## src/rtl/k_fetch_if.sv

```systemverilog
// Word interface between k_fetch, the K-constant memory and the K-vector collector.
// k_valid is a one-cycle qualifier for k_address/k_data with no ready: the collector must accept every word.
interface k_fetch_if #(
  parameter int MEM_ADDR_WIDTH = 16,
  parameter int K_LENGTH       = 64
);
  localparam int AW = $clog2(K_LENGTH);

  logic                      enable;
  logic                      start;
  logic                      mem_read_enable;
  logic [MEM_ADDR_WIDTH-1:0] mem_read_address;
  logic [31:0]               mem_read_data;
  logic [AW-1:0]             k_address;
  logic [31:0]               k_data;
  logic                      k_valid;
  logic                      address_read_complete;
  logic                      busy;

  modport master (
    input  enable, start, mem_read_data,
    output mem_read_enable, mem_read_address, k_address, k_data, k_valid,
           address_read_complete, busy
  );

  modport slave (
    output enable, start, mem_read_data,
    input  mem_read_enable, mem_read_address, k_address, k_data, k_valid,
           address_read_complete, busy
  );
endinterface

```

## src/rtl/k_fetch.sv

```systemverilog
// Reads K_LENGTH SHA-256 round constants from a fixed-latency memory and
// presents them in order with their index; all outputs are registered.
module k_fetch #(
  parameter int K_LENGTH       = 64,
  parameter int MEM_LATENCY    = 1,
  parameter int MEM_ADDR_WIDTH = 16,
  parameter int BASE_ADDRESS   = 0
) (
  input  logic        clock,
  input  logic        reset,
  k_fetch_if.master   bus,
  output logic [1:0]  dbg_state
);
  localparam int AW = $clog2(K_LENGTH);
  localparam int CW = AW + 1;
  localparam logic [CW-1:0]             K_END = CW'(K_LENGTH);
  localparam logic [MEM_ADDR_WIDTH-1:0] BASE  = MEM_ADDR_WIDTH'(BASE_ADDRESS);

  typedef enum logic [1:0] {
    IDLE  = 2'd0,
    FETCH = 2'd1,
    DRAIN = 2'd2,
    DONE  = 2'd3
  } state_t;

  state_t                    state_q, state_d;
  logic [CW-1:0]             issue_q, issue_d;
  logic [CW-1:0]             ret_q, ret_d;
  logic [MEM_LATENCY-1:0]    pipe_q, pipe_d;
  logic                      mre_q, mre_d;
  logic [MEM_ADDR_WIDTH-1:0] maddr_q, maddr_d;
  logic                      kv_q, kv_d;
  logic [AW-1:0]             ka_q, ka_d;
  logic [31:0]               kd_q, kd_d;
  logic                      cpl_q, cpl_d;
  logic                      busy_q, busy_d;
  logic                      ret_hit;

  // The oldest pipe bit lines up with the cycle the memory drives its data.
  assign ret_hit = pipe_q[MEM_LATENCY-1];

  always_comb begin
    state_d = state_q;
    issue_d = issue_q;
    ret_d   = ret_q + CW'(ret_hit);
    pipe_d  = MEM_LATENCY'({pipe_q, mre_q});
    mre_d   = 1'b0;
    maddr_d = maddr_q;
    kv_d    = ret_hit;
    ka_d    = ret_hit ? ret_q[AW-1:0] : ka_q;
    kd_d    = ret_hit ? bus.mem_read_data : kd_q;
    cpl_d   = cpl_q;

    case (state_q)
      IDLE, DONE: begin
        // Index 0 is issued on the entry edge so issue runs back-to-back.
        if (bus.start) begin
          state_d = FETCH;
          mre_d   = 1'b1;
          maddr_d = BASE;
          issue_d = CW'(1);
          ret_d   = '0;
          cpl_d   = 1'b0;
        end
      end
      FETCH: begin
        if (issue_q == K_END) begin
          state_d = DRAIN;
        end else begin
          mre_d   = 1'b1;
          maddr_d = BASE + MEM_ADDR_WIDTH'(issue_q);
          issue_d = issue_q + CW'(1);
        end
      end
      DRAIN: begin
        if (ret_q == K_END) begin
          state_d = DONE;
          cpl_d   = 1'b1;
        end
      end
      default: state_d = IDLE;
    endcase

    if (!bus.enable) begin
      state_d = IDLE;
      issue_d = '0;
      ret_d   = '0;
      pipe_d  = '0;
      mre_d   = 1'b0;
      maddr_d = '0;
      kv_d    = 1'b0;
      ka_d    = '0;
      kd_d    = '0;
      cpl_d   = 1'b0;
    end

    busy_d = (state_d == FETCH) || (state_d == DRAIN);
  end

  always_ff @(posedge clock or negedge reset) begin
    if (!reset) begin
      state_q <= IDLE;
      issue_q <= '0;
      ret_q   <= '0;
      pipe_q  <= '0;
      mre_q   <= 1'b0;
      maddr_q <= '0;
      kv_q    <= 1'b0;
      ka_q    <= '0;
      kd_q    <= '0;
      cpl_q   <= 1'b0;
      busy_q  <= 1'b0;
    end else begin
      state_q <= state_d;
      issue_q <= issue_d;
      ret_q   <= ret_d;
      pipe_q  <= pipe_d;
      mre_q   <= mre_d;
      maddr_q <= maddr_d;
      kv_q    <= kv_d;
      ka_q    <= ka_d;
      kd_q    <= kd_d;
      cpl_q   <= cpl_d;
      busy_q  <= busy_d;
    end
  end

  assign bus.mem_read_enable       = mre_q;
  assign bus.mem_read_address      = maddr_q;
  assign bus.k_valid               = kv_q;
  assign bus.k_address             = ka_q;
  assign bus.k_data                = kd_q;
  assign bus.address_read_complete = cpl_q;
  assign bus.busy                  = busy_q;
  assign dbg_state                 = state_q;
endmodule
```

## src/flat_wrapper.sv

```systemverilog
// flat-port wrapper written by rule: the top's interface ports become plain ports
module k_fetch_flat 
#(
  parameter int K_LENGTH       = 64,
  parameter int MEM_LATENCY    = 1,
  parameter int MEM_ADDR_WIDTH = 16,
  parameter int BASE_ADDRESS   = 0
)
  (clock, reset, dbg_state, bus_enable, bus_start, bus_mem_read_data, bus_mem_read_enable, bus_mem_read_address, bus_k_address, bus_k_data, bus_k_valid, bus_address_read_complete, bus_busy);
  k_fetch_if #(.MEM_ADDR_WIDTH(MEM_ADDR_WIDTH), .K_LENGTH(K_LENGTH)) bus_i ();
  input  logic clock;
  input  logic reset;
  output logic [1:0] dbg_state;
  input wire logic [$bits(bus_i.enable)-1:0] bus_enable;
  input wire logic [$bits(bus_i.start)-1:0] bus_start;
  input wire logic [$bits(bus_i.mem_read_data)-1:0] bus_mem_read_data;
  output wire logic [$bits(bus_i.mem_read_enable)-1:0] bus_mem_read_enable;
  output wire logic [$bits(bus_i.mem_read_address)-1:0] bus_mem_read_address;
  output wire logic [$bits(bus_i.k_address)-1:0] bus_k_address;
  output wire logic [$bits(bus_i.k_data)-1:0] bus_k_data;
  output wire logic [$bits(bus_i.k_valid)-1:0] bus_k_valid;
  output wire logic [$bits(bus_i.address_read_complete)-1:0] bus_address_read_complete;
  output wire logic [$bits(bus_i.busy)-1:0] bus_busy;
  assign bus_i.enable = bus_enable;
  assign bus_i.start = bus_start;
  assign bus_i.mem_read_data = bus_mem_read_data;
  assign bus_mem_read_enable = bus_i.mem_read_enable;
  assign bus_mem_read_address = bus_i.mem_read_address;
  assign bus_k_address = bus_i.k_address;
  assign bus_k_data = bus_i.k_data;
  assign bus_k_valid = bus_i.k_valid;
  assign bus_address_read_complete = bus_i.address_read_complete;
  assign bus_busy = bus_i.busy;
  k_fetch #(.K_LENGTH(K_LENGTH), .MEM_LATENCY(MEM_LATENCY), .MEM_ADDR_WIDTH(MEM_ADDR_WIDTH), .BASE_ADDRESS(BASE_ADDRESS)) u_core (.clock(clock), .reset(reset), .bus(bus_i), .dbg_state(dbg_state));
endmodule
```

## config.mk

```make
export PLATFORM = sky130hd
export DESIGN_NAME = k_fetch_flat
export DESIGN_NICKNAME = d
export VERILOG_FILES = /design/src/rtl/k_fetch_if.sv /design/src/rtl/k_fetch.sv /design/src/flat_wrapper.sv
export SDC_FILE = /design/constraint.sdc
export NUM_CORES = 1
export LEC_CHECK = 0
export CORE_ASPECT_RATIO = 0.7
export CORE_UTILIZATION = 43
export DETAILED_ROUTE_END_ITERATION = 10
export PLACE_DENSITY = 0.77
export SYNTH_ARGS = -nofsm -noshare
export SYNTH_HDL_FRONTEND = slang
export SYNTH_SLANG_ARGS = --single-unit
```

## constraint.sdc

```tcl
create_clock -name clock -period 2.26 [get_ports clock]
set_input_delay 0.678 -clock clock [delete_from_list [all_inputs] [get_ports clock]]
set_output_delay 0.678 -clock clock [all_outputs]
set_load 0.01 [all_outputs]
```

* Word-level counts from Yosys, hierarchy flattened *
Cells that the tools add are included.

word-level totals
  word-level logic and storage cells = 61
  input port bits = 36
  bits in registers = 75
  output and inout bits = 60

operators by class
  add/subtract/negate cells = 2
  equal/unequal tests = 13
  muxes and demuxes = 30
  reduce and logical (&&, ||, !) cells = 5

operator list
  kind                 count
  $mux 32              2
  $mux 16              3
  $mux 7               6
  $pmux 16 s2          1
  $eq 7x7->1 const B   2
  $pmux 7 s2           1
  $mux 6               2
  $mux 1               8
  $mux 2               4
  $add 7x1->7          1
  $add 7x1->7 const B  1
  $eq 2x2->1 const B   3
  $ne 3x1->1 const B   2
  $ne 3x3->1 const B   2
  $pmux 2 s3           1
  $reduce_and 3->1     2
  $eq 2x1->1 const B   2
  $pmux 1 s2           2
  $ne 3x2->1 const B   1
  $logic_not 2->1      1
  $ne 2x1->1 const B   1
  $reduce_or 2->1      1
  $logic_or 1x1->1     1

* Longest topological paths before layout *
Gate-level depths: netlist (run 1).

  depth in word-level cells = 6
  gate-level depth with buffers = 9
  depth with buffers taken out = 6

* Worst setup path after synthesis (run 1) *
OpenSTA, ideal clock, no wires.

  path type = reg-to-reg
  from = register u_core.state_q[0] (netlist: u_core.dbg_state[0])
  to = register u_core.maddr_q[0] (netlist: u_core.bus.mem_read_address[0])
  period minus slack after synthesis = 2.181 ns
  path slack = 0.079 ns
  setup time = 0.125 ns
  path buffers = 3
  required time = 2.135 ns
  arrival time = 2.056 ns
  cell stages (with the launch flop) = 10
  cells stage by stage = dfrtp_1 inv_1 ha_1 buf_6 nor2b_4 buf_6 or2_1 buf_6 o21ai_4 mux2_2

on the way
  word-level cells in the longest chain between the ends = 4

RTL lines
  item                                                                 RTL line        RTL
  from (decl)                                                          k_fetch.sv:26   state_t state_q, state_d;
  from (signal assigned)                                               k_fetch.sv:114  state_q <= state_d;
  $eq 2x2->1 / $logic_not 2->1 (equally long branches)                 k_fetch.sv:54   case (state_q)
  $reduce_or 2->1                                                      k_fetch.sv:54
  $ne 3x1->1 (no source line), or another cell as far along            n/a
  $reduce_and 3->1 (no source line) / $mux 16 (equally long branches)  n/a
  to (signal assigned)                                                 k_fetch.sv:119  maddr_q <= maddr_d;
  to (decl)                                                            k_fetch.sv:31   logic [MEM_ADDR_WIDTH-1:0] maddr_q, maddr_d;

Parallel ways exist; a longest one is shown, timed or not.
A chain may end at the register's enable or synchronous reset.

* Final worst setup path (run 1) *
  from = register u_core.state_q[1] (netlist: u_core.dbg_state[1])
  to = output port dbg_state[1]

RTL lines
  item       RTL line            RTL
  to (decl)  flat_wrapper.sv:13  output logic [1:0] dbg_state;

No word-level cell between the ends.

==> results of run 1 <==
cells in the final DEF (no fill, tap or decap), types with 2 or more instances in the layout:
| cell | Yosys | layout |
|---|---|---|
| bufinv_16 | 0 | 2 |
| clkbuf_8 | 0 | 10 |
| clkinv_4 | 0 | 2 |
| nor2b_1 | 39 | 39 |
| and3_1 | 7 | 7 |
| nor2_1 | 12 | 12 |
| o21ai_0 | 11 | 11 |
| inv_1 | 10 | 10 |
| buf_2 | 2 | 2 |
| and2_1 | 5 | 5 |
| o21a_1 | 2 | 2 |
| conb_1 | 1 | 9 |
| nor4_1 | 2 | 2 |
| clkdlybuf4s50_1 | 0 | 84 |
| xor2_1 | 3 | 3 |
| nand3_1 | 6 | 6 |
| nand2b_1 | 2 | 2 |
| nand2_1 | 15 | 15 |
| nor3_1 | 3 | 3 |
| mux2i_1 | 39 | 39 |
| xnor2_1 | 3 | 3 |
| a21boi_0 | 5 | 5 |
| ha_1 | 7 | 7 |
| mux2_2 | 4 | 4 |
| dfrtp_1 | 66 | 65 |
| nand4_1 | 4 | 4 |
| buf_4 | 9 | 12 |
stage by stage:
stage | cells | setup slack (ns) | hold slack, ns | utilization, % | power [mW]
floorplan | 295 | 0.0790 | 0.382 | - | 1.48
global route | 479 | 0.136 | 0.263 | 62.8 | 2.90
detailed placement | 463 | 0.0325 | 0.485 | 59.5 | 1.67
global placement | 463 | 0.0515 | 0.481 | 59.5 | 1.67
CTS | 479 | 0.242 | 0.251 | 62.8 | 2.80
finish | 479 | 0.275 | 0.257 | 62.8 | 2.77
layout make-up:
class / instances / area share, %
clock buffer: 10 / 3.14
clock inverter: 6 / 2.06
inverter: 10 / 0.857
multi-input combinational: 194 / 31.6
sequential: 66 / 37.7
tap: 94 / 2.68
timing repair buffer: 99 / 21.9
kinds of logic after synthesis:
kind of cell / count (synthesis) / synth area share [%]
other: 1 / 0.117
and+or+nand+nor: 101 / 17.9
AOI/OAI and AO/OA: 28 / 6.30
DFF: 66 / 51.7
muxes: 43 / 13.6
xor gates and xnor gates: 6 / 1.64
adders and majority gates: 7 / 2.74
buffers and inverters: 35 / 5.95
state kept, by name, summed over array words and instances, names as in the netlist, 2 cells and up:
signal	cells
u_core.bus.k_data	32
u_core.ret_q	7
u_core.issue_q	7
u_core.bus.mem_read_address	7
u_core.dbg_state	2
u_core.bus.k_address	6
final timing paths:
kind                            depth (start not counted)                        endpoint  slack [ns]
worst max-delay path                                    1                    dbg_state[1]        0.28
worst min-delay path                                    1                 u_core.bus.busy        0.26
worst max register to register                          6                 u_core.bus.busy        0.32
worst min register to register                          1                   u_core.pipe_q        0.51
max in group asynchronous                               2  u_core.bus.mem_read_address[4]        1.32
min in group clock                                      1                   u_core.pipe_q        0.51
power groups by stage:
stage,Clock (mW),Sequential (mW),Combinational (mW)
after floorplan,0,1.28,0.201
after global placement,0,1.27,0.397
after detailed placement,0,1.27,0.405
after CTS,1.15,1.25,0.407
after global routing,1.20,1.25,0.441
final,1.12,1.25,0.401
routing by layer:
layer	up-vias	global-route usage, %	share of wire, %
met5	-	0	0
met4	0	4.23	0.38
li1	1133	-	-
met3	2	8.24	7.1
met1	1153	25.8	48
met2	84	27.4	45
==> summary.txt, run 1 <==
Run status
  • Outcome: complete, no violations

Clock tree
  • Post-cts sizing count: 0
  • Setup bufs post-CTS: 0
  • Clk buf depth: 2
  • H-tree depth: 3
  • Clk slew on worst S/H paths: 0.07 ns
  • TritonCTS clock tree: yes
  • Clock Latency Late Sink: 0.34 ns
  • Hold Buf Count CTS: 0
  • TritonCTS Buffers: 9
  • Num Clock Sinks: 66
  • Root Buffer: clkbuf_8

Synth
  • Syn Area/Cell: 11.1 um^2
  • Post-synthesis sequential area ratio: 51.7%
  • Synth warn: 0
  • Netlist cell types: 41
  • Post-synth EDFFs: 0
  • Area contributors post-synth: dfrtp_1, mux2i_1, nor2b_1, ha_1, buf_4
  • Post-Syn Instances: 287
  • Leading cell type by number of instances after synthesis: dfrtp_1
  • Mapped cell area: 0.00320 mm^2
  • Leading area contributor after synthesis: dfrtp_1
  • Top_reg_cell synth: dfrtp_1
  • Synthesized flop and latch total: 66
  • Post-synth top area share: 51.7%
  • Most frequent cells after synthesis: dfrtp_1, mux2i_1, nor2b_1
  • Asr flop ratio synth: 100%

Final layout
  • N_diodes: 0
  • Area Growth Syn to Fin: 37.1%
  • Fin area: 0.00438 mm^2
  • Layout Nets: 423
  • Proportion of layout cells with a drive suffix above 1: 10.9%
  • FF+latch area: 0.00165 mm^2
  • Fillers: 573
  • Footprint of the multi-input gates: 0.00138 mm^2

Setup path
  • Crit path from: u_core.dbg_state[1]
  • Worst path cell trace: clkdlybuf4s50_1
  • CP startpoint kind: register
  • Slowest CP cell: clkdlybuf4s50_1
  • Crit-path leading delay family: buffers and inverters
  • Crit-path max cell delay: 0.56 ns
  • CP endpoint kind: output pin
  • Crit-path max FO: 5
  • Worst r2r src: u_core.dbg_state[0]
  • CP Data Required Time: 1.58 ns
  • Crit path buf inv count: 1
  • WP data arrival: 1.31 ns
  • WS Path Type: reg -> out

Pwr
  • Internal power: 2.09 mW
  • Combinational power share: 14.5%
  • Sequential power share: 45.1%
  • Sw Ratio: 24.6%
  • NetSw: 0.680 mW
  • Clock power share: 40.4%
  • Leak: 1.90 nW
  • Pwr dens: 632 mW/mm^2
  • Max VDD drop: 0.290 mV

GRT
  • Grt total ovfl: 0
  • Largest net degree at the start of global routing: 36
  • Initial antenna violation count: 0
  • First-pass GRT wire length: 11300 um
  • GRT Overall Usage: 18.7%
  • Vias in the first global route: 2285

Timing
  • Fin. max-slew vios: 0
  • Final Hold Fails: 0
  • Endpoints failing setup: 0
  • Crit share post-route: 87.8%
  • Fmax: 504 MHz
  • Post-route minimum period: 1.98 ns
  • Fin Clk Skew: 0.00697 ns
  • Total Neg Setup Slack: 0 ns
  • RSZ-0062 raised after global routing: no

Routing
  • DR vias: 2372
  • Post-DR wirelength/cell: 13.9 um
  • DR iter-0 viols: 106
  • Detailed Routing Iterations Pass 1: 4
  • WL final: 6640 um
  • Antenna viol nets, final: 0
  • Post-route DRC: 0
  • Mean number of vias per cell: 4.95

Floorplan
  • Die width: 105 um
  • Core Rows: 25
  • Core area: 0.00698 mm^2
  • Ports: 96
  • Starting Density: 45.8%
  • Die area: 0.00779 mm^2
  • Die Ht: 74.1 um

Hold path
  • Worst hold path type: in -> async

Placement
  • Post-Place Cell Area: 0.00415 mm^2
  • Buffers added on ports: 86
  • DP Wirelength: 4730 um
  • Placer Congestion: 0.811

Job
  • Number of max-cap violations: 0
Note: power is estimated with default switching activity, not from simulation.
==> inputs of run 2 (changes only) <==
--- a/config.mk
+++ b/config.mk
@@ -5,10 +5,12 @@
 export SDC_FILE = /design/constraint.sdc
 export NUM_CORES = 1
 export LEC_CHECK = 0
+export CELL_PAD_IN_SITES_DETAIL_PLACEMENT = 1
+export CELL_PAD_IN_SITES_GLOBAL_PLACEMENT = 2
 export CORE_ASPECT_RATIO = 0.7
-export CORE_UTILIZATION = 43
+export CORE_UTILIZATION = 26
 export DETAILED_ROUTE_END_ITERATION = 10
-export PLACE_DENSITY = 0.77
+export PLACE_DENSITY_LB_ADDON = 0.1
 export SYNTH_ARGS = -nofsm -noshare
 export SYNTH_HDL_FRONTEND = slang
 export SYNTH_SLANG_ARGS = --single-unit
==> run 2 against run 1 <==
Against the previous run:
- wire length up 18%
- sequential power about the same
- total power up 5.2%
==> summary.txt, run 2 (synthesis results as in run 1) <==
Run status
  • Outcome: complete, no violations

Clock tree
  • Num Clock Sinks: 66
  • TritonCTS Buffers: 9
  • Clock Latency Late Sink: 0.32 ns
  • TritonCTS clock tree: yes
  • Hold Buf Count CTS: 0
  • Post-cts sizing count: 0
  • Clk buf depth: 2
  • Root Buffer: clkbuf_16
  • H-tree depth: 3
  • Clk slew on worst S/H paths: 0.06 ns
  • Setup bufs post-CTS: 0

Placement
  • DP Wirelength: 5390 um
  • Placed cell count: 525
  • Buffers added on ports: 86
  • Placer Congestion: 0.668
  • Post-Place Cell Area: 0.00423 mm^2

Floorplan
  • Core area: 0.0119 mm^2
  • Die width: 135 um
  • Die area: 0.0127 mm^2
  • Die Ht: 94.8 um
  • Core Rows: 33
  • Starting Density: 27.0%
  • Ports: 96

Final layout
  • Area Growth Syn to Fin: 40.5%
  • Final core utilization: 37.9%
  • Proportion of layout cells with a drive suffix above 1: 9.92%
  • Largest register FFs: 32
  • Fin cells: 540
  • Fillers: 1318
  • Commonest non-fill, non-tap cells in the layout: clkdlybuf4s50_1, dfrtp_1, mux2i_1, nor2b_1, nand2_1
  • Fin area: 0.00449 mm^2
  • Most common cell after layout, fill and taps aside: clkdlybuf4s50_1
  • Layout Nets: 422
  • N_diodes: 0

Timing
  • Fin Clk Skew: 0.00873 ns
  • Post-route minimum period: 1.99 ns
  • Fin. max-slew vios: 0
  • RSZ-0062 raised after global routing: no
  • Fmax: 502 MHz
  • Final Hold Fails: 0
  • Endpoints failing setup: 0
  • Total Neg Setup Slack: 0 ns
  • Crit share post-route: 88.2%

Pwr
  • Leak: 1.92 nW
  • Max VDD drop: 0.395 mV
  • Pwr dens: 648 mW/mm^2

GRT
  • Largest net degree at the start of global routing: 44
  • Vias in the first global route: 2549
  • First-pass GRT wire length: 13400 um
  • Grt total ovfl: 0
  • GRT Overall Usage: 13.8%
  • Initial antenna violation count: 0

Setup path
  • Worst r2r src: u_core.dbg_state[0]
  • WS Path Type: reg -> reg
  • CP Data Required Time: 2.50 ns
  • Crit-path max FO: 5
  • WP data arrival: 2.23 ns
  • CP endpoint kind: register
  • Crit path from: u_core.dbg_state[0]
  • Critical Path Sink: u_core.bus.busy
  • R2R Setup Slk: 0.27 ns
  • Reg-to-Reg End: u_core.bus.busy
  • CP startpoint kind: register
  • Reg2reg path depth: 6

Routing
  • Post-DR wirelength/cell: 14.5 um
  • Antenna viol nets, final: 0
  • Detailed Routing Iterations Pass 1: 4
  • WL final: 7830 um
  • Mean number of vias per cell: 4.39
  • DR iter-0 viols: 95
  • DR vias: 2373
  • Post-route DRC: 0

Job
  • Number of max-cap violations: 0

Hold path
  • Worst hold path type: in -> async
-- run 2: cell types whose count changed in the layout (fill, tap and decap cells not counted) --
| cell | change |
|---|---|
| bufinv_16 | -2 |
| clkinv_2 | +1 |
| clkbuf_16 | +9 |
| buf_2 | -1 |
| clkbuf_8 | -9 |
| clkbuf_1 | +2 |
| clkinv_4 | -2 |
-- run 2: how the worst min path moves through the flow --
| stage | endpoint | depth (start not counted) |
|---|---|---|
| global placement | u_core.pipe_q | 1 |
| global route | u_core.issue_q[5] | 1 |
| floorplan | u_core.bus.address_read_complete | 0 |
| CTS | u_core.issue_q[5] | 1 |
| detailed placement | u_core.pipe_q | 1 |
| finish | u_core.issue_q[5] | 1 |
-- run 2: critical path: stages, from the launching register on --
cell and delay [ns]:
dfrtp_1 0.41, inv_1 0.09, ha_1 0.26, or4bb_1 0.55
o31ai_1 0.26, a21o_1 0.19, xor2_1 0.15
-- run 2: layout make-up --
type / instances / area (um^2) / area share, %
Inverter: 10 / 37.5 / 0.836
Sequential cell: 66 / 1650 / 36.8
Clock buffer: 12 / 246 / 5.49
Multi-Input combinational cell: 194 / 1380 / 30.8
Clock inverter: 3 / 17.5 / 0.390
Timing Repair Buffer: 98 / 956 / 21.3
Tap cell: 157 / 196 / 4.37
-- run 2: power by group --
group / leakage (nW) / internal, mW / switching (mW)
Clock: 0.128 / 0.762 / 0.486
Sequential: 0.907 / 1.22 / 0.0230
Combinational: 0.880 / 0.216 / 0.200
-- run 2: stage by stage --
step | hold slack [ns] | total power, mW | worst slack [ns]
floorplan | 0.382 | 1.48 | 0.0790
global placement | 0.474 | 1.69 | 0.0129
detailed placement | 0.493 | 1.69 | 0.00921
CTS | 0.277 | 2.98 | 0.262
global route | 0.288 | 3.06 | 0.0595
finish | 0.270 | 2.91 | 0.267
-- run 2: per-layer routing --
layer	global-route usage, %	wire length [um]	up-vias
li1	-	-	1139
met1	18.8	3940	1154
met2	20.4	3290	75
met3	4.94	532	5
met4	3.84	57	0
met5	0	0	-
==> inputs of run 3 (changes only) <==
--- a/config.mk
+++ b/config.mk
@@ -11,6 +11,7 @@
 export CORE_UTILIZATION = 26
 export DETAILED_ROUTE_END_ITERATION = 10
 export PLACE_DENSITY_LB_ADDON = 0.1
+export SKIP_LAST_GASP = 1
 export SYNTH_ARGS = -nofsm -noshare
 export SYNTH_HDL_FRONTEND = slang
 export SYNTH_SLANG_ARGS = --single-unit
==> results of run 3 <==
Final layout, timing and power as in run 2 (identical DEF).
